===== src/rtl/disp_arbiter_if.sv =====
// rtl/disp_arbiter_if.sv - request/grant and digit bus between display sources and the arbiter
interface disp_arbiter_if;
  logic [2:0]  req_i;
  logic [2:0]  flash_i;
  logic [15:0] data0_i;
  logic [15:0] data1_i;
  logic [15:0] data2_i;
  logic [3:0]  en0_i;
  logic [3:0]  en1_i;
  logic [3:0]  en2_i;
  logic [2:0]  gnt_o;
  logic        busy_o;
  logic [3:0]  digit0_o;
  logic [3:0]  digit1_o;
  logic [3:0]  digit2_o;
  logic [3:0]  digit3_o;
  logic        digit0_en_o;
  logic        digit1_en_o;
  logic        digit2_en_o;
  logic        digit3_en_o;

  modport master (
    output req_i, flash_i, data0_i, data1_i, data2_i, en0_i, en1_i, en2_i,
    input  gnt_o, busy_o, digit0_o, digit1_o, digit2_o, digit3_o,
    input  digit0_en_o, digit1_en_o, digit2_en_o, digit3_en_o
  );

  modport slave (
    input  req_i, flash_i, data0_i, data1_i, data2_i, en0_i, en1_i, en2_i,
    output gnt_o, busy_o, digit0_o, digit1_o, digit2_o, digit3_o,
    output digit0_en_o, digit1_en_o, digit2_en_o, digit3_en_o
  );
endinterface


===== src/rtl/disp_arbiter.sv =====
// rtl/disp_arbiter.sv - fixed-priority preemptive display arbiter with minimum hold and flashing
module disp_arbiter #(
  parameter int HOLD_TICKS = 8,
  parameter int FLASH_DIV  = 2
) (
  input  logic          clk_4_i,
  input  logic          rst_ni,
  disp_arbiter_if.slave bus
);
  localparam int HW = $clog2(HOLD_TICKS + 1);
  localparam int FW = (FLASH_DIV > 1) ? $clog2(FLASH_DIV) : 1;
  localparam logic [HW-1:0] HOLD_MAX = HW'(HOLD_TICKS);
  localparam logic [FW-1:0] FLASH_LAST = FW'(FLASH_DIV - 1);

  typedef enum logic [1:0] {S_IDLE, S_ACTIVE, S_LINGER} state_t;
  typedef enum logic [1:0] {A_IDLE, A_GRANT, A_TRACK, A_FREEZE} act_t;

  state_t        state;
  act_t          act;
  logic [1:0]    owner;
  logic [HW-1:0] hold_cnt;
  logic [FW-1:0] flash_cnt;
  logic          phase;
  logic [15:0]   snap_data;
  logic [3:0]    snap_en;
  logic [2:0]    gnt_q;
  logic          busy_q;

  logic [1:0]    win_idx;
  logic [15:0]   win_data;
  logic [3:0]    win_en;
  logic [15:0]   own_data;
  logic [3:0]    own_en;
  logic          own_req;
  logic          own_flash;
  logic          own_valid;
  logic          higher_req;

  always_comb begin
    win_idx = 2'd2;
    if (bus.req_i[1]) win_idx = 2'd1;
    if (bus.req_i[0]) win_idx = 2'd0;
    case (win_idx)
      2'd0:    begin win_data = bus.data0_i; win_en = bus.en0_i; end
      2'd1:    begin win_data = bus.data1_i; win_en = bus.en1_i; end
      default: begin win_data = bus.data2_i; win_en = bus.en2_i; end
    endcase

    own_valid  = 1'b1;
    own_req    = 1'b0;
    own_flash  = 1'b0;
    higher_req = 1'b0;
    own_data   = 16'h0;
    own_en     = 4'h0;
    case (owner)
      2'd0: begin
        own_req = bus.req_i[0]; own_flash = bus.flash_i[0];
        own_data = bus.data0_i; own_en = bus.en0_i;
      end
      2'd1: begin
        own_req = bus.req_i[1]; own_flash = bus.flash_i[1];
        own_data = bus.data1_i; own_en = bus.en1_i;
        higher_req = bus.req_i[0];
      end
      2'd2: begin
        own_req = bus.req_i[2]; own_flash = bus.flash_i[2];
        own_data = bus.data2_i; own_en = bus.en2_i;
        higher_req = |bus.req_i[1:0];
      end
      default: own_valid = 1'b0;
    endcase

    // Preemption is tested before release so a simultaneous pair never lingers.
    act = A_IDLE;
    case (state)
      S_IDLE:   act = (|bus.req_i) ? A_GRANT : A_IDLE;
      S_ACTIVE: begin
        if (!own_valid)      act = A_IDLE;
        else if (higher_req) act = A_GRANT;
        else if (!own_req)   act = A_FREEZE;
        else                 act = A_TRACK;
      end
      S_LINGER: begin
        if (!own_valid)                 act = A_IDLE;
        else if (higher_req)            act = A_GRANT;
        else if (own_req)               act = A_TRACK;
        else if (hold_cnt == HOLD_MAX)  act = (|bus.req_i) ? A_GRANT : A_IDLE;
        else                            act = A_FREEZE;
      end
      default:  act = A_IDLE;
    endcase
  end

  always_ff @(posedge clk_4_i or negedge rst_ni) begin
    if (!rst_ni) begin
      state     <= S_IDLE;
      owner     <= 2'd0;
      hold_cnt  <= '0;
      flash_cnt <= '0;
      phase     <= 1'b1;
      snap_data <= 16'h0;
      snap_en   <= 4'h0;
      gnt_q     <= 3'b000;
      busy_q    <= 1'b0;
    end else begin
      case (act)
        A_GRANT: begin
          state     <= S_ACTIVE;
          owner     <= win_idx;
          hold_cnt  <= '0;
          flash_cnt <= '0;
          phase     <= 1'b1;
          snap_data <= win_data;
          snap_en   <= win_en;
          gnt_q     <= 3'(3'b001 << win_idx);
          busy_q    <= 1'b1;
        end
        A_TRACK, A_FREEZE: begin
          state <= (act == A_TRACK) ? S_ACTIVE : S_LINGER;
          if (act == A_TRACK) begin
            snap_data <= own_data;
            snap_en   <= own_en;
          end
          if (hold_cnt != HOLD_MAX) hold_cnt <= hold_cnt + HW'(1);
          if (!own_flash) begin
            flash_cnt <= '0;
            phase     <= 1'b1;
          end else if (flash_cnt == FLASH_LAST) begin
            flash_cnt <= '0;
            phase     <= ~phase;
          end else begin
            flash_cnt <= flash_cnt + FW'(1);
          end
        end
        default: begin
          state     <= S_IDLE;
          owner     <= 2'd0;
          hold_cnt  <= '0;
          flash_cnt <= '0;
          phase     <= 1'b1;
          snap_data <= 16'h0;
          snap_en   <= 4'h0;
          gnt_q     <= 3'b000;
          busy_q    <= 1'b0;
        end
      endcase
    end
  end

  assign bus.gnt_o       = gnt_q;
  assign bus.busy_o      = busy_q;
  assign bus.digit0_o    = snap_data[3:0];
  assign bus.digit1_o    = snap_data[7:4];
  assign bus.digit2_o    = snap_data[11:8];
  assign bus.digit3_o    = snap_data[15:12];
  assign bus.digit0_en_o = snap_en[0] & phase;
  assign bus.digit1_en_o = snap_en[1] & phase;
  assign bus.digit2_en_o = snap_en[2] & phase;
  assign bus.digit3_en_o = snap_en[3] & phase;
endmodule


===== src/flat_wrapper.sv =====
// flat-port wrapper written by rule: the top's interface ports become plain ports
module disp_arbiter_flat 
#(
  parameter int HOLD_TICKS = 8,
  parameter int FLASH_DIV  = 2
)
  (clk_4_i, rst_ni, bus_req_i, bus_flash_i, bus_data0_i, bus_data1_i, bus_data2_i, bus_en0_i, bus_en1_i, bus_en2_i, bus_gnt_o, bus_busy_o, bus_digit0_o, bus_digit1_o, bus_digit2_o, bus_digit3_o, bus_digit0_en_o, bus_digit1_en_o, bus_digit2_en_o, bus_digit3_en_o);
  disp_arbiter_if bus_i ();
  input  logic clk_4_i;
  input  logic rst_ni;
  input wire logic [$bits(bus_i.req_i)-1:0] bus_req_i;
  input wire logic [$bits(bus_i.flash_i)-1:0] bus_flash_i;
  input wire logic [$bits(bus_i.data0_i)-1:0] bus_data0_i;
  input wire logic [$bits(bus_i.data1_i)-1:0] bus_data1_i;
  input wire logic [$bits(bus_i.data2_i)-1:0] bus_data2_i;
  input wire logic [$bits(bus_i.en0_i)-1:0] bus_en0_i;
  input wire logic [$bits(bus_i.en1_i)-1:0] bus_en1_i;
  input wire logic [$bits(bus_i.en2_i)-1:0] bus_en2_i;
  output wire logic [$bits(bus_i.gnt_o)-1:0] bus_gnt_o;
  output wire logic [$bits(bus_i.busy_o)-1:0] bus_busy_o;
  output wire logic [$bits(bus_i.digit0_o)-1:0] bus_digit0_o;
  output wire logic [$bits(bus_i.digit1_o)-1:0] bus_digit1_o;
  output wire logic [$bits(bus_i.digit2_o)-1:0] bus_digit2_o;
  output wire logic [$bits(bus_i.digit3_o)-1:0] bus_digit3_o;
  output wire logic [$bits(bus_i.digit0_en_o)-1:0] bus_digit0_en_o;
  output wire logic [$bits(bus_i.digit1_en_o)-1:0] bus_digit1_en_o;
  output wire logic [$bits(bus_i.digit2_en_o)-1:0] bus_digit2_en_o;
  output wire logic [$bits(bus_i.digit3_en_o)-1:0] bus_digit3_en_o;
  assign bus_i.req_i = bus_req_i;
  assign bus_i.flash_i = bus_flash_i;
  assign bus_i.data0_i = bus_data0_i;
  assign bus_i.data1_i = bus_data1_i;
  assign bus_i.data2_i = bus_data2_i;
  assign bus_i.en0_i = bus_en0_i;
  assign bus_i.en1_i = bus_en1_i;
  assign bus_i.en2_i = bus_en2_i;
  assign bus_gnt_o = bus_i.gnt_o;
  assign bus_busy_o = bus_i.busy_o;
  assign bus_digit0_o = bus_i.digit0_o;
  assign bus_digit1_o = bus_i.digit1_o;
  assign bus_digit2_o = bus_i.digit2_o;
  assign bus_digit3_o = bus_i.digit3_o;
  assign bus_digit0_en_o = bus_i.digit0_en_o;
  assign bus_digit1_en_o = bus_i.digit1_en_o;
  assign bus_digit2_en_o = bus_i.digit2_en_o;
  assign bus_digit3_en_o = bus_i.digit3_en_o;
  disp_arbiter #(.HOLD_TICKS(HOLD_TICKS), .FLASH_DIV(FLASH_DIV)) u_core (.clk_4_i(clk_4_i), .rst_ni(rst_ni), .bus(bus_i));
endmodule

===== config.mk =====
export PLATFORM = sky130hd
export DESIGN_NAME = disp_arbiter_flat
export DESIGN_NICKNAME = d
export VERILOG_FILES = /design/src/rtl/disp_arbiter_if.sv /design/src/rtl/disp_arbiter.sv /design/src/flat_wrapper.sv
export SDC_FILE = /design/constraint.sdc
export NUM_CORES = 1
export LEC_CHECK = 0
export CORE_AREA = 2 2 77 79
export DETAILED_ROUTE_END_ITERATION = 8
export DIE_AREA = 0 0 79 81
export GPL_TIMING_DRIVEN = 1
export MAX_ROUTING_LAYER = met4
export PLACE_DENSITY = 0.8
export SETUP_SLACK_MARGIN = 0.15
export SYNTH_ARGS = -nofsm -noshare
export SYNTH_HDL_FRONTEND = slang
export SYNTH_SLANG_ARGS = --single-unit

===== constraint.sdc =====
create_clock -name clk_4_i -period 7.1 [get_ports clk_4_i]
set_input_delay 1.42 -clock clk_4_i [delete_from_list [all_inputs] [get_ports clk_4_i]]
set_output_delay 1.42 -clock clk_4_i [all_outputs]
set_load 0.1 [all_outputs]

# ---- After elaboration in Yosys (flattened, before gate mapping)
# Cells that the tools add are included.
# W data, S select, Z words.
dict set report word_totals {
  regBits 34
  in_bits 68
  output_inout_bits 24
  wordCells 73
}
dict set report op_classes {
  muxes 36
  bitwise 5
  n_shift 1
  n_addsub 2
  eq_ne 13
  reduce_logical 7
}
# cell count
set ops {}
lappend ops {{$pmux W16 S2} 2}
lappend ops {{$pmux W16 S3} 1}
lappend ops {{$mux W2} 9}
lappend ops {{$mux W16} 1}
lappend ops {{$pmux W4 S2} 2}
lappend ops {{$mux W4} 3}
lappend ops {{$pmux W4 S3} 1}
lappend ops {{$mux W1} 9}
lappend ops {{$eq A2 B1 Y1 const B} 4}
lappend ops {{$eq A2 B2 Y1 const B} 4}
lappend ops {{$pmux W2 S2} 2}
lappend ops {{$logic_not A2 Y1} 3}
lappend ops {{$pmux W1 S3} 2}
lappend ops {{$pmux W2 S3} 1}
lappend ops {{$pmux W3 S2} 1}
lappend ops {{$reduce_or A3 Y1} 2}
lappend ops {{$add A4 B1 Y4 const B} 1}
lappend ops {{$and A1 B1 Y1} 4}
lappend ops {{$eq A4 B4 Y1 const B} 1}
lappend ops {{$ne A2 B1 Y1 const B} 2}
lappend ops {{$ne A4 B4 Y1 const B} 1}
lappend ops {{$pmux W1 S2} 2}
lappend ops {{$reduce_or A2 Y1} 2}
lappend ops {{$ne A3 B2 Y1 const B} 1}
lappend ops {{3 further kinds} 3}

# ---- Depth between registers and ports, before layout
dict set report depth {
  word_depth 10
  mapped_depth 12
  ltp_nobuf 11
}

# ---- Least setup slack after synthesis
# OpenSTA, ideal clock, no wires.
dict set report synth_path {
  path_kind {input to register}
  startpoint {input port bus_req_i[0]}
  endpoint {register u_core.snap_data[0]}
  n_path_buf 2
  path_slack_ps 3382
  path_stages 11
  setup_ps 135
  arrival_time_ps 3583
  t_required_ps 6965
  cell_sequence {buf_6 -> a222oi_1 -> and3b_1 -> a2111oi_2 -> a211oi_1 -> ha_1 -> o21bai_1 -> clkbuf_1 -> nor2_1 -> a21oi_1 -> o31ai_1}
}
dict set report synth_via {
  elab_chain_cells 10
  word_cells_on_any_way 23
  cone_classes {eq/ne (5); mux (14); reduce/logical (4)}
}
# element line_no
set synth_lines {}
lappend synth_lines {{start, declared} flat_wrapper.sv:11} ;# input wire logic [$bits(bus_i.req_i)-1:0] bus_req_i;
lappend synth_lines {{$reduce_or A3 Y1} {disp_arbiter.sv:76, disp_arbiter.sv:87}}
lappend synth_lines {{$mux W1} {disp_arbiter.sv:76, disp_arbiter.sv:87}}
lappend synth_lines {{$mux W2} disp_arbiter.sv:87} ;# else if (hold_cnt == HOLD_MAX) act = (|bus.req_i) ? A_GRANT : A_IDLE;
lappend synth_lines {{$mux W2} disp_arbiter.sv:86} ;# else if (own_req) act = A_TRACK;
lappend synth_lines {{$mux W2} disp_arbiter.sv:85} ;# else if (higher_req) act = A_GRANT;
lappend synth_lines {{$mux W2} disp_arbiter.sv:84} ;# if (!own_valid) act = A_IDLE;
lappend synth_lines {{$pmux W2 S3} disp_arbiter.sv:75} ;# case (state)
lappend synth_lines {{$eq A2 B2 Y1, on equally long branches} {disp_arbiter.sv:106, disp_arbiter.sv:120}}
lappend synth_lines {{$reduce_or A2 Y1} disp_arbiter.sv:106} ;# case (act)
lappend synth_lines {{$pmux W16 S2 / $ne A2 B1 Y1 (equally long branches)} --}
lappend synth_lines {{end signal, assigned} disp_arbiter.sv:113} ;# snap_data <= win_data;
lappend synth_lines {{end signal, assigned} disp_arbiter.sv:121} ;# snap_data <= own_data;
lappend synth_lines {{end, declared} disp_arbiter.sv:24} ;# logic [15:0] snap_data;
# Parallel ways exist; a longest one is shown, timed or not.
# A chain may end at the register's enable or synchronous reset.

# ---- Final worst setup path
dict set report layout_path {
  startpoint {input port bus_req_i[1]}
  endpoint {register u_core.snap_data[7]}
}
# The elaborated chain is that of the path after synthesis.

==> flow_summary_export.csv <==
group,metric,value,unit
worst_setup_path,crit_slowest_cell,"o21bai_2",
detailed_routing,avgRoutedWirePerCell,16.4,µm
global_route,grt_max_degree,47,
clock_network,cts_tree,"done",
clock_network,path_clk_slew,70,ps
placement,gp_congestion,0.934,
logic_synthesis,synth_compound_area_frac,0.270,
job,drv_cap,0,
timing,drv_slew,0,
logic_synthesis,synth_area,2430,µm²
worst_setup_path,critical_path.cell_chain,"clkdlybuf4s50_1 -> a222oi_1 -> and3b_1 -> a2111oi_2 -> a211oi_1 -> ha_1 -> o21bai_2 -> nor2_1 -> a21oi_1 -> o31ai_1",
global_route,antenna_found_initial,0,
timing,fin_crit,4720,ps
placement,hpwl,4.98,mm
logic_synthesis,ys_warn_count,0,
timing,fin_skew,5.11,ps
global_route,gr-total-overflow,0,
clock_network,cts_buffers,5,
clock_network,cts_sinks,34,
logic_synthesis,synth_top_area_share,0.340,
floorplanning,coreArea,5680,µm²
logic_synthesis,synth_flop_cell,"dfrtp_1",
logic_synthesis,synth_area_per_cell,8.35,µm²
detailed_routing,wl_met1,3.07,mm
detailed_routing,finalWirelength,7.28,mm
worst_setup_path,critPathTopFamily,"compound AO/OA/AOI/OAI gates",
logic_synthesis,ys_seq_area_frac,0.351,
timing,final-setup-viol-count,0,
logic_synthesis,synth_cell_types,38,
logic_synthesis,synth-seq-cells,34,
finish,drive_above_1_share,0.0380,
clock_network,cts.repair.resized,0,
global_route,grt_pass1_vias,2443,
detailed_routing,wl_met2,3.46,mm
detailed_routing,ant_nets,0,
logic_synthesis,synth_nets,370,
timing,max_freq,212,MHz
finish,nNetsFinal,446,
logic_synthesis,synth_top_area_cell,"dfrtp_1",
worst_setup_path,startpoint,"bus_req_i[1]",
detailed_routing,avgViaCountPerCell,5.87,
floorplanning,start_util,0.428,
detailed_routing,dr_total_vias,2601,
pwr,power_per_cell_area,497,nW/µm²
timing,timing.setup.tns,0,ps
logic_synthesis,synth_xor_area_frac,0.0144,
logic_synthesis,synth_adder_area_share,0.0566,
clock_network,clk_latency,290,ps
worst_setup_path,cpPeakStageDelay,770,ps
status,outcome,"completed",
worst_setup_path,crit_required,7240,ps
detailed_routing,drc,0,
clock_network,htree_levels,2,
worst_setup_path,worstSetupEndpointType,"flip-flop",
worst_setup_path,crit_arrival,4850,ps
clock_network,cts_setup_buffers,0,
floorplanning,die_x,79,µm
floorplanning,die-area,6400,µm²
worst_setup_path,crit_buf_inv,1,
worst_setup_path,path_depth,10,
global_route,track_usage,0.237,
timing,rsz0062_at_grt,"false",
worst_setup_path,start_kind,"primary input",
worst_hold_path,hold_depth,1,
finish,stdcell_area,3440,µm²
worst_setup_path,ff2ff_path_depth,11,
floorplanning,ios,92,
placement,post_dp_cell_area,3350,µm²
clock_network,postCtsHoldBufs,0,
logic_synthesis,synth_edf_count,0,
worst_hold_path,hp-class,"reg -> reg",
logic_synthesis,synth.top_cells.by_area,"dfrtp_1, a222oi_1, nand2_1, mux2i_1, o31ai_1",
worst_setup_path,crit_path_max_fanout,22,
detailed_routing,met3_length,555,µm
logic_synthesis,synth_mux_area_frac,0.0824,
logic_synthesis,ys_async_sr_fraction,1.00,
detailed_routing,drt-pass1-iter-count,7,
worst_hold_path,hold_start,"u_core.flash_cnt",
pwr,vdd_ir_drop_max,0.000257,V
worst_setup_path,setup.worst_path.class,"in -> reg",
floorplanning,fp.dieH,81,µm
timing,final_hold_viol_count,0,
logic_synthesis,syn_inst,291,
clock_network,cts_buffer_depth,2,
timing,slew_headroom,0.322,
finish,num-fill-cells,512,
detailed_routing,route.top_layer_used,"met4",
worst_setup_path,reg2reg_from,"u_core.owner[1]",
finish,antenna_cells,0,
pwr,p_leak,0.00148,µW
placement,io_buffers,91,
timing,finalCritPeriodShare,0.664,
detailed_routing,first_iter_violations,318,
global_route,grt_pass1_wl,11.6,mm
floorplanning,rows,28,
clock_network,cts_root_buffer,"clkbuf_8",
logic_synthesis,synth-simple-area-share,0.175,
timing,tightest_slew,1010,ps
logic_synthesis,synth_top_family_by_area,"compound AO/OA/AOI/OAI gates",
finish,area_growth,41.6,%
[cell type report]
type,instances,area (µm²),area share
timing repair buffer,94,928,0.270
sequential,34,852,0.248
clock buffer,7,86.3,0.0251
multi-input combinational,227,1460,0.423
inverter,5,18.8,0.00545
clock inverter,1,5.00,0.00145
tap,75,93.8,0.0273
[power by group]
part | total [µW] | internal (µW) | switching, µW | leakage, µW
logic | 1240 | 367 | 873 | 0.000993
registers | 323 | 274 | 48.6 | 0.000444
clock network | 149 | 78.2 | 70.5 | 0.0000482
[sequential cells by signal, indices dropped and copies added (netlist names)]
register / cells
u_core.flash_cnt: 1
u_core.state: 2
u_core.hold_cnt: 4
u_core.bus.busy_o: 1
u_core.phase: 1
u_core.snap_data: 16
u_core.owner: 2
u_core.bus.gnt_o: 3
u_core.snap_en: 4
[cells in the mapped netlist, types with 2 or more instances]
library cell	n
nand2_1	54
dfrtp_1	33
nor2_1	25
a21oi_1	22
a222oi_1	21
mux2i_1	20
o21ai_1	20
o31ai_1	20
clkbuf_1	19
ha_1	11
inv_1	5
and2_1	4
nor3_1	4
buf_1	3
nand3_1	3
a21o_1	2
and3b_1	2
xnor2_1	2
xor2_1	2
[through the flow]
stage | worst slack [ps] | instances | hold WS, ps | power, µW | util
2_1_floorplan | 3380 | 291 | 423 | 1260 | -
3_3_place_gp | 2290 | 435 | 435 | 1530 | 0.590
3_5_place_dp | 2160 | 435 | 448 | 1560 | 0.590
4_1_cts | 2460 | 443 | 454 | 1710 | 0.606
5_1_grt | 2200 | 443 | 487 | 1830 | 0.606
6_report | 2380 | 443 | 450 | 1710 | 0.606
[routing by layer]
layer / global-route usage / up-vias
li1: - / 1221
met3: 0.0456 / 18
met4: 0.0793 / 0
met5: - / -
met1: 0.289 / 1235
met2: 0.397 / 127
[placed cells by master, fill, tap and decap left out, types with 6 or more instances in the layout]
cell type and instances:
mux2i_1 20, a222oi_1 21, clkbuf_8 6, nand2_1 54, nor2_1 25, clkdlybuf4s50_1 90, o31ai_1 20, dfrtp_1 33
ha_1 11, o21ai_1 20, a21oi_1 22
[cells by family after synthesis]
| group | after synthesis |
|---|---|
| and+or+nand+nor | 99 |
| muxes | 20 |
| adders and majority gates | 11 |
| AOI/OAI and AO/OA | 93 |
| buffers and inverters | 30 |
| DFF | 34 |
| xor gates and xnor gates | 4 |
[worst paths after layout]
check                                             to  slack, ps
worst max-delay path             u_core.snap_data[7]       2380
worst min-delay path                u_core.flash_cnt        450
worst max register to register   u_core.snap_data[7]       3180
worst min register to register      u_core.flash_cnt        450
max in group asynchronous        u_core.snap_data[8]       5410
min in group asynchronous       u_core.snap_data[15]       1200
No activity file was read; power rests on OpenSTA's default activity.
